**src/rtl/operand_fetch.sv**
```systemverilog
// operand_fetch: reads register operands, tracks in-flight destinations and stalls on RAW hazards
module operand_fetch #(
    parameter int NUMREGS   = 32,
    parameter int DATAWIDTH = 32,
    parameter int CTRLW     = 16,
    localparam int AW       = $clog2(NUMREGS)
) (
    input  logic                 clk_i,
    input  logic                 rst_i,
    input  logic                 in_valid_i,
    output logic                 in_ready_o,
    input  logic [AW-1:0]        in_rs1_i,
    input  logic [AW-1:0]        in_rs2_i,
    input  logic                 in_use_rs1_i,
    input  logic                 in_use_rs2_i,
    input  logic [AW-1:0]        in_rd_i,
    input  logic                 in_wr_rd_i,
    input  logic [DATAWIDTH-1:0] in_imm_i,
    input  logic [CTRLW-1:0]     in_ctrl_i,
    output logic                 re_a_o,
    output logic [AW-1:0]        raddr_a_o,
    input  logic [DATAWIDTH-1:0] rdata_a_i,
    output logic                 re_b_o,
    output logic [AW-1:0]        raddr_b_o,
    input  logic [DATAWIDTH-1:0] rdata_b_i,
    input  logic                 wb_we_i,
    input  logic [AW-1:0]        wb_waddr_i,
    input  logic                 flush_i,
    output logic                 out_valid_o,
    input  logic                 out_ready_i,
    output logic [DATAWIDTH-1:0] out_op_a_o,
    output logic [DATAWIDTH-1:0] out_op_b_o,
    output logic [AW-1:0]        out_rd_o,
    output logic                 out_wr_rd_o,
    output logic [DATAWIDTH-1:0] out_imm_o,
    output logic [CTRLW-1:0]     out_ctrl_o
);
    logic [NUMREGS-1:0]   busy_q, busy_d;
    logic                 out_valid_q, out_valid_d;
    logic [DATAWIDTH-1:0] op_a_q, op_a_d, op_b_q, op_b_d, imm_q, imm_d;
    logic [AW-1:0]        rd_q, rd_d;
    logic                 wr_rd_q, wr_rd_d;
    logic [CTRLW-1:0]     ctrl_q, ctrl_d;
    logic                 haz_a, haz_b, accept, issue;

    assign raddr_a_o = in_rs1_i;
    assign raddr_b_o = in_rs2_i;
    assign re_a_o    = in_valid_i & in_use_rs1_i;
    assign re_b_o    = in_valid_i & in_use_rs2_i;

    // A same-cycle writeback is bypassed by the bank, so only an unresolved busy bit or the held rd stalls
    assign haz_a = in_use_rs1_i && (in_rs1_i != '0) &&
                   ((busy_q[in_rs1_i] && !(wb_we_i && wb_waddr_i == in_rs1_i)) ||
                    (out_valid_q && wr_rd_q && rd_q == in_rs1_i));
    assign haz_b = in_use_rs2_i && (in_rs2_i != '0) &&
                   ((busy_q[in_rs2_i] && !(wb_we_i && wb_waddr_i == in_rs2_i)) ||
                    (out_valid_q && wr_rd_q && rd_q == in_rs2_i));

    assign in_ready_o = !haz_a && !haz_b && (!out_valid_q || out_ready_i) && !flush_i;
    assign accept     = in_valid_i && in_ready_o;
    assign issue      = out_valid_q && out_ready_i;

    assign out_valid_o = out_valid_q;
    assign out_op_a_o  = op_a_q;
    assign out_op_b_o  = op_b_q;
    assign out_rd_o    = rd_q;
    assign out_wr_rd_o = wr_rd_q;
    assign out_imm_o   = imm_q;
    assign out_ctrl_o  = ctrl_q;

    // Next state: scoreboard set beats clear, flush wipes everything, accept loads the output register
    always_comb begin
        busy_d      = busy_q;
        out_valid_d = out_valid_q;
        op_a_d      = op_a_q;
        op_b_d      = op_b_q;
        rd_d        = rd_q;
        wr_rd_d     = wr_rd_q;
        imm_d       = imm_q;
        ctrl_d      = ctrl_q;
        if (flush_i) begin
            out_valid_d = 1'b0;
            busy_d      = '0;
        end else begin
            if (wb_we_i) busy_d[wb_waddr_i] = 1'b0;
            if (issue && wr_rd_q) busy_d[rd_q] = 1'b1;
            busy_d[0] = 1'b0;
            if (accept) begin
                out_valid_d = 1'b1;
                op_a_d      = in_use_rs1_i ? rdata_a_i : '0;
                op_b_d      = in_use_rs2_i ? rdata_b_i : '0;
                rd_d        = in_rd_i;
                wr_rd_d     = in_wr_rd_i;
                imm_d       = in_imm_i;
                ctrl_d      = in_ctrl_i;
            end else if (out_ready_i) begin
                out_valid_d = 1'b0;
            end
        end
    end

    // State registers with asynchronous reset
    always_ff @(posedge clk_i or posedge rst_i) begin
        if (rst_i) begin
            busy_q      <= '0;
            out_valid_q <= 1'b0;
            op_a_q      <= '0;
            op_b_q      <= '0;
            rd_q        <= '0;
            wr_rd_q     <= 1'b0;
            imm_q       <= '0;
            ctrl_q      <= '0;
        end else begin
            busy_q      <= busy_d;
            out_valid_q <= out_valid_d;
            op_a_q      <= op_a_d;
            op_b_q      <= op_b_d;
            rd_q        <= rd_d;
            wr_rd_q     <= wr_rd_d;
            imm_q       <= imm_d;
            ctrl_q      <= ctrl_d;
        end
    end
endmodule

```
**config.mk**
```make
export PLATFORM = sky130hd
export DESIGN_NAME = operand_fetch
export DESIGN_NICKNAME = d
export VERILOG_FILES = /design/src/rtl/operand_fetch.sv
export SDC_FILE = /design/constraint.sdc
export NUM_CORES = 1
export LEC_CHECK = 0
export CELL_PAD_IN_SITES_DETAIL_PLACEMENT = 1
export CELL_PAD_IN_SITES_GLOBAL_PLACEMENT = 2
export CORE_ASPECT_RATIO = 1.75
export CORE_MARGIN = 4
export CORE_UTILIZATION = 30
export DETAILED_ROUTE_END_ITERATION = 10
export HOLD_SLACK_MARGIN = 0.03
export PLACE_DENSITY = 0.95
export SLEW_MARGIN = 25
export SYNTH_ARGS = -nofsm -noshare
export SYNTH_HDL_FRONTEND = slang
export SYNTH_SLANG_ARGS = --single-unit
export TNS_END_PERCENT = 5
```
**constraint.sdc**
```tcl
create_clock -name clk_i -period 14.7 [get_ports clk_i]
set_input_delay 2.205 -clock clk_i [delete_from_list [all_inputs] [get_ports clk_i]]
set_output_delay 2.205 -clock clk_i [all_outputs]
set_load 0.02 [all_outputs]
```
; Yosys cells after proc, flatten, opt, wreduce, memory -nomap -nowiden
; Cells that the tools add are included.
[classes]
magnitude_cmp = 6
eq_ne = 4
muxes = 17
bitwise = 6
reduce_logical = 32
[op_table]
columns = op, count
row1 = two-way mux 32 bit, 6
row2 = bitwise AND 32 bit, 1
row3 = NOT 32 bit, 1
row4 = bitwise OR 32 bit, 1
row5 = < comparator 5 x 6 -> 1 bit (second input constant), 4
row6 = equality test 5 bit, 4
row7 = logical AND 1 bit, 19
row8 = binary-select mux 1 bit (select 5 bit), 2
row9 = demux 1 bit (select 5 bit), 2
row10 = >= comparator 5 x 1 -> 1 bit (second input constant), 2
row11 = nonzero test 5 bit, 2
row12 = two-way mux 1 bit, 7
row13 = logical NOT 1 bit, 6
row14 = logical OR 1 bit, 3
row15 = nonzero test 3 bit, 1
row16 = bitwise AND 1 bit, 2
row17 = AND reduction 2 bit, 1
row18 = NOT 1 bit, 1
[word_totals]
inputBits = 141
out_inout_bits = 132
wordCells = 73
reg_bits = 151

; Depth between registers and ports, before layout
[depth]
ltp_word = 13
mapped_depth = 12
mapped_depth_nobuf = 8

; Worst setup path before layout
; Ideal clock, no wire load.
[synth_timing]
path_kind = input -> output
startpoint = in in_rs2_i[2]
endpoint = out in_ready_o
slack_ns = 8.854
arrival_ns = 3.641
required_ns = 12.495
path_buffers = 1
stages = 8
cell_sequence = buf_6 > mux4_2 > nor3b_1 > a311oi_1 > o2111ai_1 > and3_1 > nand2_1 > inv_1
[synth_via]
elab_chain_len = 10
elab_cells_between_ends = 16
cone_classes = 2 x eq/ne / 2 x mux / 12 x reduce/logical
[synth_rtl]
columns = item, line_no
row1 = start: declaration, 13  ; input logic [AW-1:0] in_rs2_i,
row2 = "parallel branches: the longest is 5 deep, another holds binary-select mux 1 bit (select 5 bit)", --
row3 = logical AND 1 bit (*), 55  ; assign haz_b = in_use_rs2_i && (in_rs2_i != '0) &&
row4 = logical NOT 1 bit (*), 59  ; assign in_ready_o = !haz_a && !haz_b && (!out_valid_q || out_ready_i) && !flush_i;
row5 = logical AND 1 bit (*) (3 in series), 59
row6 = end: declaration, 11  ; output logic in_ready_o,
; Every way passes the cells marked *. The select of a mux whose other input is x is not followed.

; Final worst setup path
; Same ends and word-level chain as after synthesis.

==> reports/summary.txt <==
worst vdd ir - 0.0842 mV
total power draw - 1.36 mW
Net Count, Synth - 748
H-Tree Depth - 4
worst hold path type - register to register
maximum clock insertion buffer count - 2
die area - 26700 um^2
critical path fanouts, max - 62
register area share after synthesis - 51.9%
min-delay src - out_op_b_o[20]$_DFFE_PP0P_
CP max stage cell - clkdlybuf4s50_1
Core Rows - 74
Residual DRC - 0
DR vias - 6063
Clock Pin Slew Worst Setup and Hold Paths - 0.06 ns
grt total ovfl - 0
Final Worst Setup Slack - 6.79 ns
DP Area - 10000 um^2
Crit Reg-Reg Startpoint - out_rd_o[3]$_DFFE_PP0P_
first-pass GRT wire length - 40.4 mm
warning count from the yosys run - 0
RSZ-0062 raised after global routing - false
Pre-antenna DRT Iters - 4
clock sinks - 150
delay of the slowest critical-path stage - 0.99 ns
initial DRC count - 309
final setup skew - 0.0112 ns
Arr. time, crit path - 5.71 ns
core area - 23500 um^2
Die Width - 125 um
CTS tree - done
dominant cells by area after synthesis - dfrtp_1 52%, mux2_4 8.3%, o2bb2ai_1 7.4%, nand3_1 4.8%, mux4_2 3.4%
final number of setup-violating endpoints - 0
Skew-Pair Late Insertion Delay - 0.44 ns
Synth Register Bits - 150
async set-reset flop share out of synthesis - 100%
WHS Endpoint - out_op_b_o[20]$_DFFE_PP0P_
FF-to-FF End - out_ctrl_o[3]$_DFFE_PP0P_
Die Y - 213 um
fin. max-slew vios - 0
max_cap viols - 0
wire length per cell - 22.7 um
kind of critical path - primary input to output port
R2R depth - 8
ordered cell list for the critical path - clkdlybuf4s50_1 -> mux4_2 -> nor3b_1 -> a311oi_1 -> o2111ai_1 -> and3_1 -> nand2_2 -> buf_4 -> inv_1 -> clkdlybuf4s50_1
Syn Inst Count - 607
Hold Path Depth - 1
slew margin rel. - 37.8%
synthesized cell area - 7230 um^2
hold-fix buffers at CTS - 0
pin count of the biggest net entering global routing - 81
pwr/cell area - 129 nW/um^2
period utilisation layout - 53.8%
Post-Route WL - 26.3 mm
Detail Route Antenna Nets - 0
initial antenna violation count - 1
syn_area_per_cell - 11.9 um^2
vias per inst - 5.22
PortBufs - 272
Final Instance Area - 10600 um^2
dpl ws - 6.74 ns
Leakage - 4.27 nW
M1 wire length - 9.54 mm
met3 WL post-DR - 903 um
global-route usage over all layers - 19.6%
Root Driver - clkbuf_16
metal2 WL - 14.7 mm
Yosys top cell by area - dfrtp_1
Ports - 273
cts repair resizes - 0
R2R setup slack - 11.01 ns
WP data required - 12.49 ns
Fin. Hold Viols - 0
Area Growth Syn to Fin - 46.7%
layout cells sized above 1 - 13.4%
Synth top area share - 51.9%
Layout Nets - 984
Initial Util - 30.7%
vias in the first global route - 6706
CTS buffer count - 17
fin util - 45.1%
final setup TNS - 0 ns
fillers - 2529
Max Clk Rate - 0.126 GHz
EDFF count, synth - 0
Worst Tran Pin Value - 0.925 ns
min Tclk post-route - 7.91 ns
# Post-CTS Setup Buffers - 0
DR top layer - met4
Netlist cell types - 43
Detailed Place HPWL - 19.1 mm
CP Capture Type - output port
CP Launch Type - primary input
ys flop type - dfrtp_1
Placer Congestion - 0.869
CP dominant cell by count - clkdlybuf4s50_1
status - completed
## cell type report
class	count	area (um^2)	area share, %
flip-flops and latches	150	3750	35.4
repair buffers	280	2780	26.2
well taps	304	380	3.59
multi-input cells	392	3120	29.5
clock buffers	20	457	4.31
diodes	1	2.50	0.0236
inverters	2	12.5	0.118
clock inverters	12	93.8	0.885
## state kept, by name, indices dropped and copies added, names as in the netlist
register,cells
out_imm_o,32
out_op_a_o,32
out_op_b_o,32
busy_q,31
out_ctrl_o,16
out_rd_o,5
out_valid_o,1
out_wr_rd_o,1
## worst max-delay path by stage
stage	from	endpoint	cells past startpoint
final	in_rs2_i[2]	in_ready_o	10
after detailed placement	in_rs2_i[2]	in_ready_o	10
after floorplan	rst_i	busy_q[10]$_DFF_PP0_	1
after CTS	in_rs2_i[2]	in_ready_o	10
after global placement	in_rs2_i[2]	in_ready_o	10
after global routing	in_rs2_i[2]	in_ready_o	10
## routing by layer
layer | vias up | global-route usage [%]
li1 | 2696 | -
met1 | 3095 | 21.3
met2 | 208 | 36.0
met3 | 64 | 3.90
met4 | 0 | 10.2
met5 | - | 0
## worst max-delay path, delay by kind of cell
family	cells	cell delay [ns]
simple gates	3	0.54
compound gates	2	0.17
mux	1	0.59
buf+inv	4	2.14
## logic make-up after synthesis
family / share of synthesized area [%]
mux: 15.6
xor+xnor: 2.42
compound gates: 13.8
flops: 51.9
simple gates: 11.1
buf+inv: 5.11
## stage by stage
| stage | std cells | hold slack [ns] |
|---|---|---|
| final | 1161 | 0.486 |
| after global routing | 1161 | 0.502 |
| after CTS | 1160 | 0.492 |
| after detailed placement | 1128 | 0.473 |
| after floorplan | 607 | 0.523 |
| after global placement | 1128 | 0.470 |
## Yosys cell counts (3+ instances only)
cell type,instances
o21ai_0,32
xor2_1,10
mux2_2,16
nand3b_1,12
buf_4,10
nor3b_1,5
mux4_2,11
nand3_1,69
dfrtp_1,150
buf_6,9
buf_2,16
mux2i_1,10
clkbuf_1,28
xnor2_1,10
o2bb2ai_1,61
nand2_1,36
nor2_1,6
nor3_1,3
a21oi_1,34
nand4_1,3
a32o_1,3
nor4_1,4
mux2_4,40
## power breakdown
| part | internal (mW) | switching (mW) | leakage, nW |
|---|---|---|---|
| registers | 0.476 | 0.0543 | 1.92 |
| clock network | 0.227 | 0.185 | 0.264 |
| logic | 0.220 | 0.202 | 2.09 |
| total | 0.923 | 0.441 | 4.27 |
## layout by cell type (no fill, tap or decap), drive strengths merged, types with 9 or more instances in the layout
cell and n:
dfrtp 150, mux2i 10, mux4 11, mux2 56, xnor2 10, o2bb2ai 61
o21ai 33, buf 9, xor2 10, nand3b 12, nand3 69, nand2 36
clkdlybuf4s50 271, a21oi 34, clkbuf 20
No activity file was read; power rests on OpenSTA's default activity.
